[config.mk]
export PLATFORM = sky130hd
export DESIGN_NAME = shift_reg_sequencer
export DESIGN_NICKNAME = d
export VERILOG_FILES = /design/src/rtl/shift_reg_sequencer.sv
export SDC_FILE = /design/constraint.sdc
export NUM_CORES = 1
export LEC_CHECK = 0
export ABC_CLOCK_PERIOD_IN_PS = 4000
export CAP_MARGIN = 10
export CORE_MARGIN = 4
export CORE_UTILIZATION = 35
export DETAILED_ROUTE_END_ITERATION = 8
export PLACE_DENSITY = 0.64
export RECOVER_POWER = 100
export SYNTH_ARGS = -nofsm -noshare
export SYNTH_HDL_FRONTEND = slang
export SYNTH_SLANG_ARGS = --single-unit
[constraint.sdc]
create_clock -name clk -period 4 [get_ports clk]
set_input_delay 1 -clock clk [delete_from_list [all_inputs] [get_ports clk]]
set_output_delay 1 -clock clk [all_outputs]
set_load 0.03 [all_outputs]
[src/rtl/shift_reg_sequencer.sv]
// -----------------------------------------------------------------------------
// shift_reg_sequencer
//
// Command sequencer for an 8-bit universal shift register. It accepts one
// command per valid/ready handshake: an optional parallel load followed by N
// shifts in a single direction. It drives the register's control lines with
// the matching single-cycle pulses, then reads back the register's parallel
// output and returns it on a valid/ready response port.
//
// Ports
//   clk               rising-edge clock
//   reset             asynchronous, active-high reset
//   cmd_valid/ready   command handshake (ready only while idle)
//   cmd_load          1 = parallel load cmd_data before shifting
//   cmd_data          value to load
//   cmd_dir           0 = shift left, 1 = shift right
//   cmd_count         number of shift cycles
//   sr_enable         shift register enable
//   sr_parallel_load  shift register parallel_load
//   sr_shift_left     shift register shift_left
//   sr_shift_right    shift register shift_right
//   sr_data_in        shift register data_in (zero outside the load cycle)
//   sr_data_out       shift register data_out (registered in the register)
//   rsp_valid/ready   response handshake
//   rsp_data          register value captured after the command completes
//   busy              high whenever the sequencer is not idle
//
// All outputs are flops. Control outputs are decoded from the next state so
// that they change on the same edge as the state register, which keeps them
// a pure function of the current state as seen from outside.
// -----------------------------------------------------------------------------
module shift_reg_sequencer #(
  parameter int WIDTH = 8,
  parameter int CNT_W = 4
) (
  input  logic             clk,
  input  logic             reset,
  input  logic             cmd_valid,
  output logic             cmd_ready,
  input  logic             cmd_load,
  input  logic [WIDTH-1:0] cmd_data,
  input  logic             cmd_dir,
  input  logic [CNT_W-1:0] cmd_count,
  output logic             sr_enable,
  output logic             sr_parallel_load,
  output logic             sr_shift_left,
  output logic             sr_shift_right,
  output logic [WIDTH-1:0] sr_data_in,
  input  logic [WIDTH-1:0] sr_data_out,
  output logic             rsp_valid,
  input  logic             rsp_ready,
  output logic [WIDTH-1:0] rsp_data,
  output logic             busy
);

  // FSM encoding
  localparam logic [2:0] ST_IDLE   = 3'd0;
  localparam logic [2:0] ST_LOAD   = 3'd1;
  localparam logic [2:0] ST_SHIFT  = 3'd2;
  localparam logic [2:0] ST_SETTLE = 3'd3;
  localparam logic [2:0] ST_RESP   = 3'd4;

  localparam logic [CNT_W-1:0] CNT_ZERO = {CNT_W{1'b0}};
  localparam logic [CNT_W-1:0] CNT_ONE  = {{(CNT_W-1){1'b0}}, 1'b1};
  localparam logic [WIDTH-1:0] DATA_ZERO = {WIDTH{1'b0}};

  // State and latched command
  logic [2:0]       state_q, state_d;
  logic [WIDTH-1:0] data_q, data_d;
  logic             dir_q, dir_d;
  logic [CNT_W-1:0] remaining_q, remaining_d;

  // Registered outputs
  logic             cmd_ready_q, cmd_ready_d;
  logic             busy_q, busy_d;
  logic             sr_enable_q, sr_enable_d;
  logic             sr_parallel_load_q, sr_parallel_load_d;
  logic             sr_shift_left_q, sr_shift_left_d;
  logic             sr_shift_right_q, sr_shift_right_d;
  logic [WIDTH-1:0] sr_data_in_q, sr_data_in_d;
  logic             rsp_valid_q, rsp_valid_d;
  logic [WIDTH-1:0] rsp_data_q, rsp_data_d;

  logic             cmd_accept_s;

  // cmd_ready_q is only ever high in IDLE, so this is the command handshake.
  assign cmd_accept_s = cmd_valid && cmd_ready_q;

  // Next-state, command latch, shift counter and response capture.
  always_comb begin
    state_d     = state_q;
    data_d      = data_q;
    dir_d       = dir_q;
    remaining_d = remaining_q;
    rsp_valid_d = rsp_valid_q;
    rsp_data_d  = rsp_data_q;

    case (state_q)
      ST_IDLE: begin
        if (cmd_accept_s) begin
          data_d      = cmd_data;
          dir_d       = cmd_dir;
          remaining_d = cmd_count;
          if (cmd_load) begin
            state_d = ST_LOAD;
          end else if (cmd_count != CNT_ZERO) begin
            state_d = ST_SHIFT;
          end else begin
            // Pure read-back: the register is left untouched.
            state_d = ST_SETTLE;
          end
        end else begin
          state_d = ST_IDLE;
        end
      end

      ST_LOAD: begin
        if (remaining_q != CNT_ZERO) begin
          state_d = ST_SHIFT;
        end else begin
          state_d = ST_SETTLE;
        end
      end

      ST_SHIFT: begin
        // Leaving on remaining<=1 also guards against a zero count ever
        // reaching this state, so the counter cannot wrap.
        if (remaining_q <= CNT_ONE) begin
          remaining_d = CNT_ZERO;
          state_d     = ST_SETTLE;
        end else begin
          remaining_d = remaining_q - CNT_ONE;
          state_d     = ST_SHIFT;
        end
      end

      ST_SETTLE: begin
        // The last shift landed at the previous edge and data_out is
        // registered downstream, so the value is stable here.
        rsp_data_d  = sr_data_out;
        rsp_valid_d = 1'b1;
        state_d     = ST_RESP;
      end

      ST_RESP: begin
        if (rsp_ready) begin
          rsp_valid_d = 1'b0;
          state_d     = ST_IDLE;
        end else begin
          rsp_valid_d = 1'b1;
          state_d     = ST_RESP;
        end
      end

      default: begin
        // Unreachable encodings recover to a clean idle.
        rsp_valid_d = 1'b0;
        remaining_d = CNT_ZERO;
        state_d     = ST_IDLE;
      end
    endcase
  end

  // Output decode from the next state so outputs flip with the state flop.
  always_comb begin
    cmd_ready_d        = 1'b0;
    busy_d             = 1'b1;
    sr_enable_d        = 1'b0;
    sr_parallel_load_d = 1'b0;
    sr_shift_left_d    = 1'b0;
    sr_shift_right_d   = 1'b0;
    sr_data_in_d       = DATA_ZERO;

    case (state_d)
      ST_IDLE: begin
        cmd_ready_d = 1'b1;
        busy_d      = 1'b0;
      end

      ST_LOAD: begin
        sr_enable_d        = 1'b1;
        sr_parallel_load_d = 1'b1;
        sr_data_in_d       = data_d;
      end

      ST_SHIFT: begin
        sr_enable_d      = 1'b1;
        sr_shift_left_d  = ~dir_d;
        sr_shift_right_d = dir_d;
      end

      ST_SETTLE: begin
        busy_d = 1'b1;
      end

      ST_RESP: begin
        busy_d = 1'b1;
      end

      default: begin
        // All controls stay inactive for any unexpected encoding.
        busy_d = 1'b1;
      end
    endcase
  end

  // State, command latch and registered outputs with async reset.
  always_ff @(posedge clk or posedge reset) begin
    if (reset) begin
      state_q            <= ST_IDLE;
      data_q             <= DATA_ZERO;
      dir_q              <= 1'b0;
      remaining_q        <= CNT_ZERO;
      cmd_ready_q        <= 1'b1;
      busy_q             <= 1'b0;
      sr_enable_q        <= 1'b0;
      sr_parallel_load_q <= 1'b0;
      sr_shift_left_q    <= 1'b0;
      sr_shift_right_q   <= 1'b0;
      sr_data_in_q       <= DATA_ZERO;
      rsp_valid_q        <= 1'b0;
      rsp_data_q         <= DATA_ZERO;
    end else begin
      state_q            <= state_d;
      data_q             <= data_d;
      dir_q              <= dir_d;
      remaining_q        <= remaining_d;
      cmd_ready_q        <= cmd_ready_d;
      busy_q             <= busy_d;
      sr_enable_q        <= sr_enable_d;
      sr_parallel_load_q <= sr_parallel_load_d;
      sr_shift_left_q    <= sr_shift_left_d;
      sr_shift_right_q   <= sr_shift_right_d;
      sr_data_in_q       <= sr_data_in_d;
      rsp_valid_q        <= rsp_valid_d;
      rsp_data_q         <= rsp_data_d;
    end
  end

  assign cmd_ready        = cmd_ready_q;
  assign busy             = busy_q;
  assign sr_enable        = sr_enable_q;
  assign sr_parallel_load = sr_parallel_load_q;
  assign sr_shift_left    = sr_shift_left_q;
  assign sr_shift_right   = sr_shift_right_q;
  assign sr_data_in       = sr_data_in_q;
  assign rsp_valid        = rsp_valid_q;
  assign rsp_data         = rsp_data_q;

endmodule

==> metrics <==
CP endpoint kind=flip-flop; Syn Area/Cell=about 13 um2; Slowest-stage cell, CP=o31ai_1; final setup fails=0; post-CTS setup buffers=0; largest net degree at the start of global routing=40; Synth Warn #=0; crit start category=input pin; antenna fix cells=0; final cell count without fillers=234; Hold WC Path Type=reg -> reg; Clock Sinks=39; vias in the first global route=1,312; Routed WL per cell=between 10 and 15 um; CTS Hold Bufs=0; r2r setup slk=roughly 1.7 ns; setup slack after placement=between 1 and 1.5 ns; Seq/Total Area, Yosys=between 50% and 60%; Max Transition Viols Final=0; Site Rows=24; Cell Area, Synth=between 1500 and 2000 um2; Post-synth EDFFs=0; CTS Buf Count=5; RSZ-0062 raised after global routing=false; clock skew=between 0.009 and 0.01 ns; flops & latches, synth=39; WS Path Type=in -> reg; die area=5810 um2; DP Cell Count=~230; Clock Pin Slew Worst Setup and Hold Paths=~0.07 ns; core area=4440 um2; GPL Wtd Cong=slightly below 0.8; Fmax=~340 MHz; cell area power density=slightly above 800 nW/um2; fraction of layout cells with a size suffix above 1=approximately 14%; chip width=about 76 um; vias per cell=approximately 5; Max-Cap Viols=0; Crit path max-delay family=compound AO/OA/AOI/OAI gates; Tmin final=between 2 and 3 ns; Chip Height=~76 um; first-pass GRT wire length=5910 um; Final Cycle Share=74.6%; worst path buffer plus inverter count=1; Final ANT Viol Nets=0; Layout Nets=210; main flop type after synthesis=dfrtp_1; critical path fanouts, max=10; leading cell type in the layout, fill and taps excluded=dfrtp_1; total power=approximately 1.9 mW; I/O pins=49; Synth Net Count=about 160; CP cell instances=dlygate4sd3_1, nor4_1, o2111a_1, o31ai_1, nand2_1; via count=roughly 1,200; Root Driver=clkbuf_8; grt total ovfl=0; GRT Util Overall=about an eighth; Residual DRC=0; static leakage=1.03 nW; post-DP HPWL=2580 um; critical path required time=about 4 ns; Slew @ Worst Pin=approximately 1.3 ns; worst rel slew slack=a little over a tenth; antenna violations before repair=0; Hold Fails Final Rpt=0; # port buffers=48; most frequent cells in the layout=dfrtp_1 (38), dlygate4sd3_1 (27), clkdlybuf4s50_1 (21), mux2_2 (13), nor2b_1 (10); Post-Synthesis Cells=around 130; Longest Clk Path Bufs=2; drt total wl=about 3400 um; htree depth=2; TritonRoute pass-1 iters=4; Synth cell types=36; setup TNS=0 ns; area grow syn2layout=39.8%; Worst Path Arrival=just over 3 ns; Clk Latency, worst-skew pair=a little under 0.3 ns; asr flop ratio synth=100%; slowest stage delay, CP=between 1 and 1.5 ns; 1st-iter DRT viols=24; Max IR drop VDD=around 330 uV; status=completed; Post-CTS Resized=0; worst setup margin=just over 1 ns; Initial Util=36.7%; TritonCTS clock tree=done
## worst paths after layout
kind / from / cells past startpoint / to
max in group asynchronous: reset / 3 / cmd_ready$_DFF_PP1_
max reg2reg: remaining_q[0]$_DFFE_PP0P_ / 6 / sr_enable$_DFF_PP0_
min in group asynchronous: reset / 3 / sr_data_in[0]$_DFF_PP0_
min reg2reg: data_q[5]$_DFF_PP0_ / 1 / data_q[5]$_DFF_PP0_
max: cmd_count[1] / 5 / sr_enable$_DFF_PP0_
min: data_q[5]$_DFF_PP0_ / 1 / data_q[5]$_DFF_PP0_
## area by class of cell
cell class,instances,area [um2]
Multi-Input combinational cell,81,612
Sequential cell,39,977
Fill cell,404,2170
Inverter,5,18.8
Clock inverter,2,35.0
Clock buffer,6,82.6
Timing Repair Buffer,49,488
Tap cell,52,65.1
## cell families after synthesis
group	Yosys count	synth area share (%)
multiplexers	17	11.7
AO/OA/AOI/OAI	20	8.83
AND/OR/NAND/NOR	40	14.7
flip-flops	39	59.9
buffers and inverters	8	1.99
adder cells (fa/ha/maj)	3	2.30
XOR/XNOR	1	0.537
## metrics by stage
stage	instance area, um2	utilization, %	hold slack, ns
after floorplan	1630	-	0.465
after global placement	2170	48.8	0.475
after detailed placement	2170	48.8	0.480
after CTS	2290	51.5	0.497
after global routing	2280	51.3	0.508
final	2280	51.3	0.489
## synth_stat cells, types with 2 or more instances
library cell	number	share of area (%)
dfrtp_1	38	58
mux2_2	17	12
nor2b_1	10	3.8
nand2_1	6	1.4
o21ai_1	6	1.8
nor2_1	5	1.2
inv_1	4	0.92
a21oi_1	3	0.92
ha_1	3	2.3
or3_1	3	1.2
a2bb2oi_1	2	1.1
buf_2	2	0.61
nand2b_1	2	0.77
nand3_1	2	0.61
nor3_1	2	0.61
nor4_1	2	0.77
o21bai_1	2	0.92
## state kept, by name, summed over array words and instances, names as in the netlist
| name | flops |
|---|---|
| remaining_q | 4 |
| data_q | 8 |
| cmd_ready | 1 |
| rsp_valid | 1 |
| sr_shift_left | 1 |
| sr_data_in | 8 |
| state_q | 3 |
| sr_parallel_load | 1 |
| busy | 1 |
| sr_shift_right | 1 |
| sr_enable | 1 |
| rsp_data | 8 |
| dir_q | 1 |
## layer usage
metal | up-vias | global-route usage (%) | routed length (um)
li1 | 559 | - | -
met1 | 571 | 13.7 | 1350
met2 | 31 | 22.3 | 1770
met3 | 7 | 5.44 | 251
met4 | 0 | 5.43 | 64
met5 | - | 0 | 0
## power by group
part           total, mW  internal (mW)  leakage (nW)  switching [mW]
clock network      0.332          0.202        0.0612           0.130
registers          0.668          0.570         0.487          0.0981
logic              0.855          0.381         0.483           0.474
Power figures use the tool's default switching activity.
